`src/rtl/usart_pkg.sv`:
```
// Shared types and encodings for the USART transmit path.
// The PARITY state exists only when USART_TX_PARITY_EN is defined.
package usart_pkg;

  typedef enum logic [2:0] {
    ST_IDLE,
    ST_START,
    ST_DATA,
`ifdef USART_TX_PARITY_EN
    ST_PARITY,
`endif
    ST_STOP1,
    ST_STOP2
  } tx_state_e;

  localparam logic [2:0] UCSZ_5 = 3'b000;
  localparam logic [2:0] UCSZ_6 = 3'b001;
  localparam logic [2:0] UCSZ_7 = 3'b010;
  localparam logic [2:0] UCSZ_8 = 3'b011;
  localparam logic [2:0] UCSZ_9 = 3'b111;

  localparam logic [1:0] UPM_NONE = 2'b00;
  localparam logic [1:0] UPM_RSVD = 2'b01;
  localparam logic [1:0] UPM_EVEN = 2'b10;
  localparam logic [1:0] UPM_ODD  = 2'b11;

  // Index of the last data bit; reserved sizes fall back to 8 bits.
  function automatic logic [3:0] ucsz_len_m1(input logic [2:0] ucsz);
    case (ucsz)
      UCSZ_5:  ucsz_len_m1 = 4'd4;
      UCSZ_6:  ucsz_len_m1 = 4'd5;
      UCSZ_7:  ucsz_len_m1 = 4'd6;
      UCSZ_8:  ucsz_len_m1 = 4'd7;
      UCSZ_9:  ucsz_len_m1 = 4'd8;
      default: ucsz_len_m1 = 4'd7;
    endcase
  endfunction

endpackage

```
`src/rtl/usart_tx_shift.sv`:
```
// Transmit shift register: holds one frame's data bits, shifts LSB first,
// and flags when the bit currently on the line is the last data bit.
module usart_tx_shift (
  input  logic       i_clk,
  input  logic       i_rst,
  input  logic       i_load,
  input  logic       i_shift,
  input  logic [8:0] i_data,
  input  logic [3:0] i_len_m1,
  output logic       o_bit,
  output logic       o_next,
  output logic       o_done
);

  logic [8:0] sr_q, sr_d;
  logic [3:0] cnt_q, cnt_d;
  logic [3:0] len_m1_q, len_m1_d;

  always_comb begin
    sr_d     = sr_q;
    cnt_d    = cnt_q;
    len_m1_d = len_m1_q;
    if (i_load) begin
      sr_d     = i_data;
      cnt_d    = 4'd0;
      len_m1_d = i_len_m1;
    end else if (i_shift) begin
      sr_d  = {1'b0, sr_q[8:1]};
      cnt_d = cnt_q + 4'd1;
    end
  end

  always_ff @(posedge i_clk or posedge i_rst) begin
    if (i_rst) begin
      sr_q     <= '0;
      cnt_q    <= '0;
      len_m1_q <= '0;
    end else begin
      sr_q     <= sr_d;
      cnt_q    <= cnt_d;
      len_m1_q <= len_m1_d;
    end
  end

  assign o_bit  = sr_q[0];
  assign o_next = sr_q[1];
  assign o_done = (cnt_q == len_m1_q);

endmodule

```
`src/rtl/usart_tx.sv`:
```
// USART transmit engine: UDR holding register, frame FSM and status flags.
// Parity generation is built only when USART_TX_PARITY_EN is defined.
module usart_tx
  import usart_pkg::*;
(
  input  logic       i_fosk,
  input  logic       i_rst,
  input  logic       i_tick,
  input  logic       i_txen,
  input  logic       i_we_udr,
  input  logic [7:0] i_udr,
  input  logic       i_tx8,
  input  logic [2:0] i_ucsz,
  input  logic [1:0] i_upm,
  input  logic       i_usbs,
  output logic       o_txd,
  output logic       o_udre,
  output logic       o_txc,
  output logic       o_busy
);

  tx_state_e  state_q, state_d;
  logic [7:0] hold_q, hold_d;
  logic       udre_q, udre_d;
  logic       txc_q, txc_d;
  logic       txd_q, txd_d;
  logic       busy_q, busy_d;
  logic       usbs_q, usbs_d;

  logic       sh_load, sh_shift, sh_bit, sh_next, sh_done;
  logic [3:0] len_m1;
  logic [8:0] load_data;
  logic       wr_ok, xfer, frame_end;

  assign len_m1    = ucsz_len_m1(i_ucsz);
  // Bits above the word length are zeroed so parity sees only real data.
  assign load_data = {i_tx8, hold_q} & ~(9'h1FE << len_m1);
  assign wr_ok     = i_we_udr & udre_q;

`ifdef USART_TX_PARITY_EN
  logic par_en_q, par_en_d;
  logic par_bit_q, par_bit_d;
`else
  logic unused_upm;
  assign unused_upm = ^i_upm;
`endif

  always_comb begin
    state_d   = state_q;
    hold_d    = hold_q;
    udre_d    = udre_q;
    txc_d     = txc_q;
    txd_d     = txd_q;
    usbs_d    = usbs_q;
    sh_load   = 1'b0;
    sh_shift  = 1'b0;
    xfer      = 1'b0;
    frame_end = 1'b0;
`ifdef USART_TX_PARITY_EN
    par_en_d  = par_en_q;
    par_bit_d = par_bit_q;
`endif

    if (wr_ok) begin
      hold_d = i_udr;
      udre_d = 1'b0;
    end

    if (i_tick) begin
      case (state_q)
        ST_IDLE: xfer = ~udre_q & i_txen;
        ST_START: begin
          state_d = ST_DATA;
          txd_d   = sh_bit;
        end
        ST_DATA: begin
          if (!sh_done) begin
            sh_shift = 1'b1;
            txd_d    = sh_next;
          end
`ifdef USART_TX_PARITY_EN
          else if (par_en_q) begin
            state_d = ST_PARITY;
            txd_d   = par_bit_q;
          end
`endif
          else begin
            state_d = ST_STOP1;
            txd_d   = 1'b1;
          end
        end
`ifdef USART_TX_PARITY_EN
        ST_PARITY: begin
          state_d = ST_STOP1;
          txd_d   = 1'b1;
        end
`endif
        ST_STOP1: begin
          if (usbs_q) begin
            state_d = ST_STOP2;
            txd_d   = 1'b1;
          end else begin
            frame_end = 1'b1;
          end
        end
        ST_STOP2: frame_end = 1'b1;
        default: begin
          state_d = ST_IDLE;
          txd_d   = 1'b1;
        end
      endcase
    end

    // A pending byte chains straight on, even after TXEN drops.
    if (frame_end) begin
      if (!udre_q) begin
        xfer = 1'b1;
      end else begin
        state_d = ST_IDLE;
        txd_d   = 1'b1;
        txc_d   = 1'b1;
      end
    end

    if (xfer) begin
      sh_load = 1'b1;
      state_d = ST_START;
      txd_d   = 1'b0;
      udre_d  = 1'b1;
      usbs_d  = i_usbs;
`ifdef USART_TX_PARITY_EN
      par_en_d  = i_upm[1];
      par_bit_d = (^load_data) ^ (i_upm == UPM_ODD);
`endif
    end

    if (wr_ok) begin
      txc_d = 1'b0;
    end

    busy_d = (state_d != ST_IDLE);
  end

  always_ff @(posedge i_fosk or posedge i_rst) begin
    if (i_rst) begin
      state_q <= ST_IDLE;
      hold_q  <= '0;
      udre_q  <= 1'b1;
      txc_q   <= 1'b0;
      txd_q   <= 1'b1;
      busy_q  <= 1'b0;
      usbs_q  <= 1'b0;
    end else begin
      state_q <= state_d;
      hold_q  <= hold_d;
      udre_q  <= udre_d;
      txc_q   <= txc_d;
      txd_q   <= txd_d;
      busy_q  <= busy_d;
      usbs_q  <= usbs_d;
    end
  end

`ifdef USART_TX_PARITY_EN
  always_ff @(posedge i_fosk or posedge i_rst) begin
    if (i_rst) begin
      par_en_q  <= 1'b0;
      par_bit_q <= 1'b0;
    end else begin
      par_en_q  <= par_en_d;
      par_bit_q <= par_bit_d;
    end
  end
`endif

  usart_tx_shift u_shift (
    .i_clk    (i_fosk),
    .i_rst    (i_rst),
    .i_load   (sh_load),
    .i_shift  (sh_shift),
    .i_data   (load_data),
    .i_len_m1 (len_m1),
    .o_bit    (sh_bit),
    .o_next   (sh_next),
    .o_done   (sh_done)
  );

  assign o_txd  = txd_q;
  assign o_udre = udre_q;
  assign o_txc  = txc_q;
  assign o_busy = busy_q;

endmodule

```
`config.mk`:
```
export PLATFORM = sky130hd
export DESIGN_NAME = usart_tx
export DESIGN_NICKNAME = d
export VERILOG_FILES = /design/src/rtl/usart_pkg.sv /design/src/rtl/usart_tx_shift.sv /design/src/rtl/usart_tx.sv
export SDC_FILE = /design/constraint.sdc
export NUM_CORES = 1
export LEC_CHECK = 0
export BUFFER_PORTS_ARGS = -buffer_cell sky130_fd_sc_hd__buf_2
export CORE_UTILIZATION = 47
export DETAILED_ROUTE_END_ITERATION = 8
export PLACE_DENSITY = 0.68
export SETUP_SLACK_MARGIN = 0.1
export SYNTH_ARGS = -nofsm -noshare
export SYNTH_HDL_FRONTEND = slang
export SYNTH_HIERARCHICAL = 1
export SYNTH_SLANG_ARGS = --single-unit
```
`constraint.sdc`:
```
create_clock -name i_fosk -period 4.34 [get_ports i_fosk]
set_clock_uncertainty 0.15 [all_clocks]
set_input_delay 0.217 -clock i_fosk [delete_from_list [all_inputs] [get_ports i_fosk]]
set_output_delay 0.217 -clock i_fosk [all_outputs]
set_load 0.01 [all_outputs]
```
==> flow_metrics.env <==
export IMPL_switching_share_pct=34.8
export IMPL_cp_slowest_cell="nor3_2"
export IMPL_cts_max_level=2
export IMPL_core_um2=3150
export IMPL_die_area_um2=3660
export IMPL_drive_gt1_share_pct=25.9
export IMPL_area_delta_synth_final_pct=16.5
export IMPL_start_kind="register"
export IMPL_grt_pass1_vias=1084
export IMPL_design_area_um2=1870
export IMPL_fin_nets=195
export IMPL_setup_slack_ns=1.89
export IMPL_post_place_ws_ns=1.85
export IMPL_setup_viol=0
export IMPL_grt_total_usage_pct=17.9
export IMPL_first_pass_iters=4
export IMPL_maxSlewViolCount=0
export IMPL_p_clk_share_pct=14.6
export IMPL_p_per_area_nw_per_um2=621
export IMPL_worstPathArrival_ns=2.52
export IMPL_detail_route_wl_per_cell_um=12.5
export IMPL_cts_tree="yes"
export IMPL_slowest_delay_ns=0.93
export IMPL_min_period_ns=2.45
export IMPL_root_buffer="clkbuf_4"
export IMPL_grt_setup_unrepaired="no"
export IMPL_ir_drop_mv=0.303
export IMPL_hp_class="in -> reg"
export IMPL_grt_max_degree=33
export IMPL_cts_buffers=5
export IMPL_die_x_um=60.5
export IMPL_final_util_pct=59.4
export IMPL_fmax_ghz=0.407
export IMPL_cts_resized=0
export IMPL_holdPathStages=3
export IMPL_synth_nets=166
export IMPL_grt_pass1_wl_um=4710
export IMPL_seqPwrFrac_pct=48.3
export IMPL_r2r_cells=5
export IMPL_overflow=0
export IMPL_synth_cell_area_um2=1610
export IMPL_pin_count=24
export IMPL_start_util_pct=51.0
export IMPL_yosysWarningCount=6
export IMPL_rows=20
export IMPL_finalCritPeriodShare_pct=56.5
export IMPL_syn_area_per_cell_um2=11.1
export IMPL_p_int_uw=759
export IMPL_crit_type="reg -> reg"
export IMPL_placed_cell_area_um2=1710
export IMPL_detail_route_iter0_violations=22
export IMPL_slew_limit_headroom_pct=23.0
export IMPL_clockBufferDepth=2
export IMPL_dp_hpwl_um=1870
export IMPL_grt_antenna_before_repair=0
export IMPL_path_cells="xor2_1, nor4_1, nor3_2, nand4_1, mux2_1"
export IMPL_mostFrequentLayoutCells="31 x dfrtp_1, 21 x buf_2, 14 x nor2_1"
export IMPL_wl_um=2720
export IMPL_combPwrFrac_pct=37.1
export IMPL_tightest_slew_ns=1.15
export IMPL_ys_ff_latch=33
export IMPL_synth_cell_type_count=41
export IMPL_crit_required_ns=4.41
export IMPL_cp_end_kind="register"
export IMPL_port_buffers=21
export IMPL_cp_max_fo=14
export IMPL_vias=1108
export IMPL_status="completed"
export IMPL_path_delay_family="simple AND/OR/NAND/NOR gates"
export IMPL_setup_tns_ns=0
export IMPL_gp_congestion=0.738
export IMPL_p_leak_nw=0.851
export IMPL_ant_nets=0
export IMPL_netlist_instances=145
export IMPL_critPathBufInv=0
export IMPL_viasPerCell=5.08
export IMPL_cts_sinks=33
export IMPL_drc=0
export IMPL_die_y_um=60.5
export IMPL_yosysSeqAreaShare_pct=51.5
export IMPL_power_switching_uw=405
export IMPL_insertion_delay_ns=0.33
export IMPL_path_clk_slew_ns=0.09
export IMPL_layout_commonest_cell="dfrtp_1"
export IMPL_cts_setup_buffers=0
export IMPL_maxCapViolCount=0
export IMPL_worst_path_stages=5
export IMPL_hold_viol=0
export IMPL_antenna_cells=0
## Yosys cell counts (all sizes together)
master,n,area share (%)
o2bb2ai,1,0.54
mux2,14,10
nand2,10,2.3
mux2i,9,5.6
a22oi,1,0.47
a21o,1,0.47
nand3b,3,1.4
nor2,14,3.3
and3,1,0.39
o31a,1,0.54
and2,1,0.39
xnor2,1,0.54
a2111oi,1,0.54
clkbuf,5,1.2
or2b,2,0.93
dfstp,2,3.3
nand2b,5,1.9
inv,6,1.4
nand4,1,0.39
xor2,4,2.2
o21ai,9,2.8
nor2b,3,1.2
nor3,3,1.6
a21bo,1,0.62
nor4,1,0.39
o32a,1,0.62
a31oi,1,0.39
o21a,1,0.47
dfrtp,31,48
o31ai,1,0.47
a21oi,3,1.2
buf,5,2.9
ha,1,0.78
o221ai,1,0.54
## power by group through the flow
stage	combinational (mW)	sequential, mW	clock [mW]
2_1_floorplan	0.383	0.546	0
3_3_place_gp	0.409	0.560	0
3_5_place_dp	0.428	0.566	0
4_1_cts	0.437	0.560	0.180
5_1_grt	0.488	0.577	0.191
6_report	0.432	0.561	0.170
## timing repair
item,4_1_cts,5_1_grt
endpoints found under the setup margin,0,0
endpoints found under the hold margin,41,0
hold buffers,11,0
## metal layers
| layer | global-route usage [%] | part of all wire (%) | wire (µm) | vias up |
|---|---|---|---|---|
| li1 | - | - | - | 553 |
| met1 | 22.6 | 47 | 1270 | 535 |
| met4 | 8.12 | 2.1 | 56 | 0 |
| met2 | 28.3 | 48 | 1320 | 14 |
| met5 | 0 | 0 | 0 | - |
| met3 | 5.76 | 2.9 | 80 | 6 |
## cell type report
cell class                 instances  area, µm²
clock buffer                       7       55.1
fill                             297       1280
inverter                           6       22.5
multi-input combinational         96        697
sequential                        33        828
tap                               44       55.1
timing repair buffer              32        215
## metrics by stage
step | power [mW] | cells | hold WS, ns
after global routing | 1.26 | 218 | 0.0255
after detailed placement | 0.994 | 200 | 0.186
after global placement | 0.969 | 200 | 0.173
final | 1.16 | 218 | 0.0310
after CTS | 1.18 | 218 | 0.0190
after floorplan | 0.929 | 145 | -0.0207
## path summary, 6_finish.rpt
kind                                startpoint                to  slack, ns
hold reg to reg                      hold_q[0]   u_shift/sr_q[0]       0.34
hold / removal                          i_tick             o_txd       0.03
max in group asynchronous                i_rst   u_shift/sr_q[0]       3.27
min in group asynchronous                i_rst         hold_q[5]       0.35
setup reg to reg           u_shift/len_m1_q[2]  u_shift/cnt_q[3]       1.89
setup / recovery           u_shift/len_m1_q[2]  u_shift/cnt_q[3]       1.89
## registers in the layout, summed over array words and instances (netlist names)
register / count
o_busy: 1
o_txc: 1
o_txd: 1
state_q: 3
hold_q: 8
u_shift/sr_q: 9
usbs_q: 1
u_shift/len_m1_q: 4
o_udre: 1
u_shift/cnt_q: 4
## tightest hold or removal path, cell delays in order
cell and delay, ns:
buf_2 0.13, nor2_1 0.10, nor3_1 0.05
## cells by family after synthesis
logic type | share of synthesized area, %
buffers and inverters | 5.45
and+or+nand+nor | 14.2
muxes | 15.6
adders and majority gates | 0.778
DFF | 51.5
AOI/OAI and AO/OA | 9.65
xor gates and xnor gates | 2.72
No activity file was read; power rests on OpenSTA's default activity.
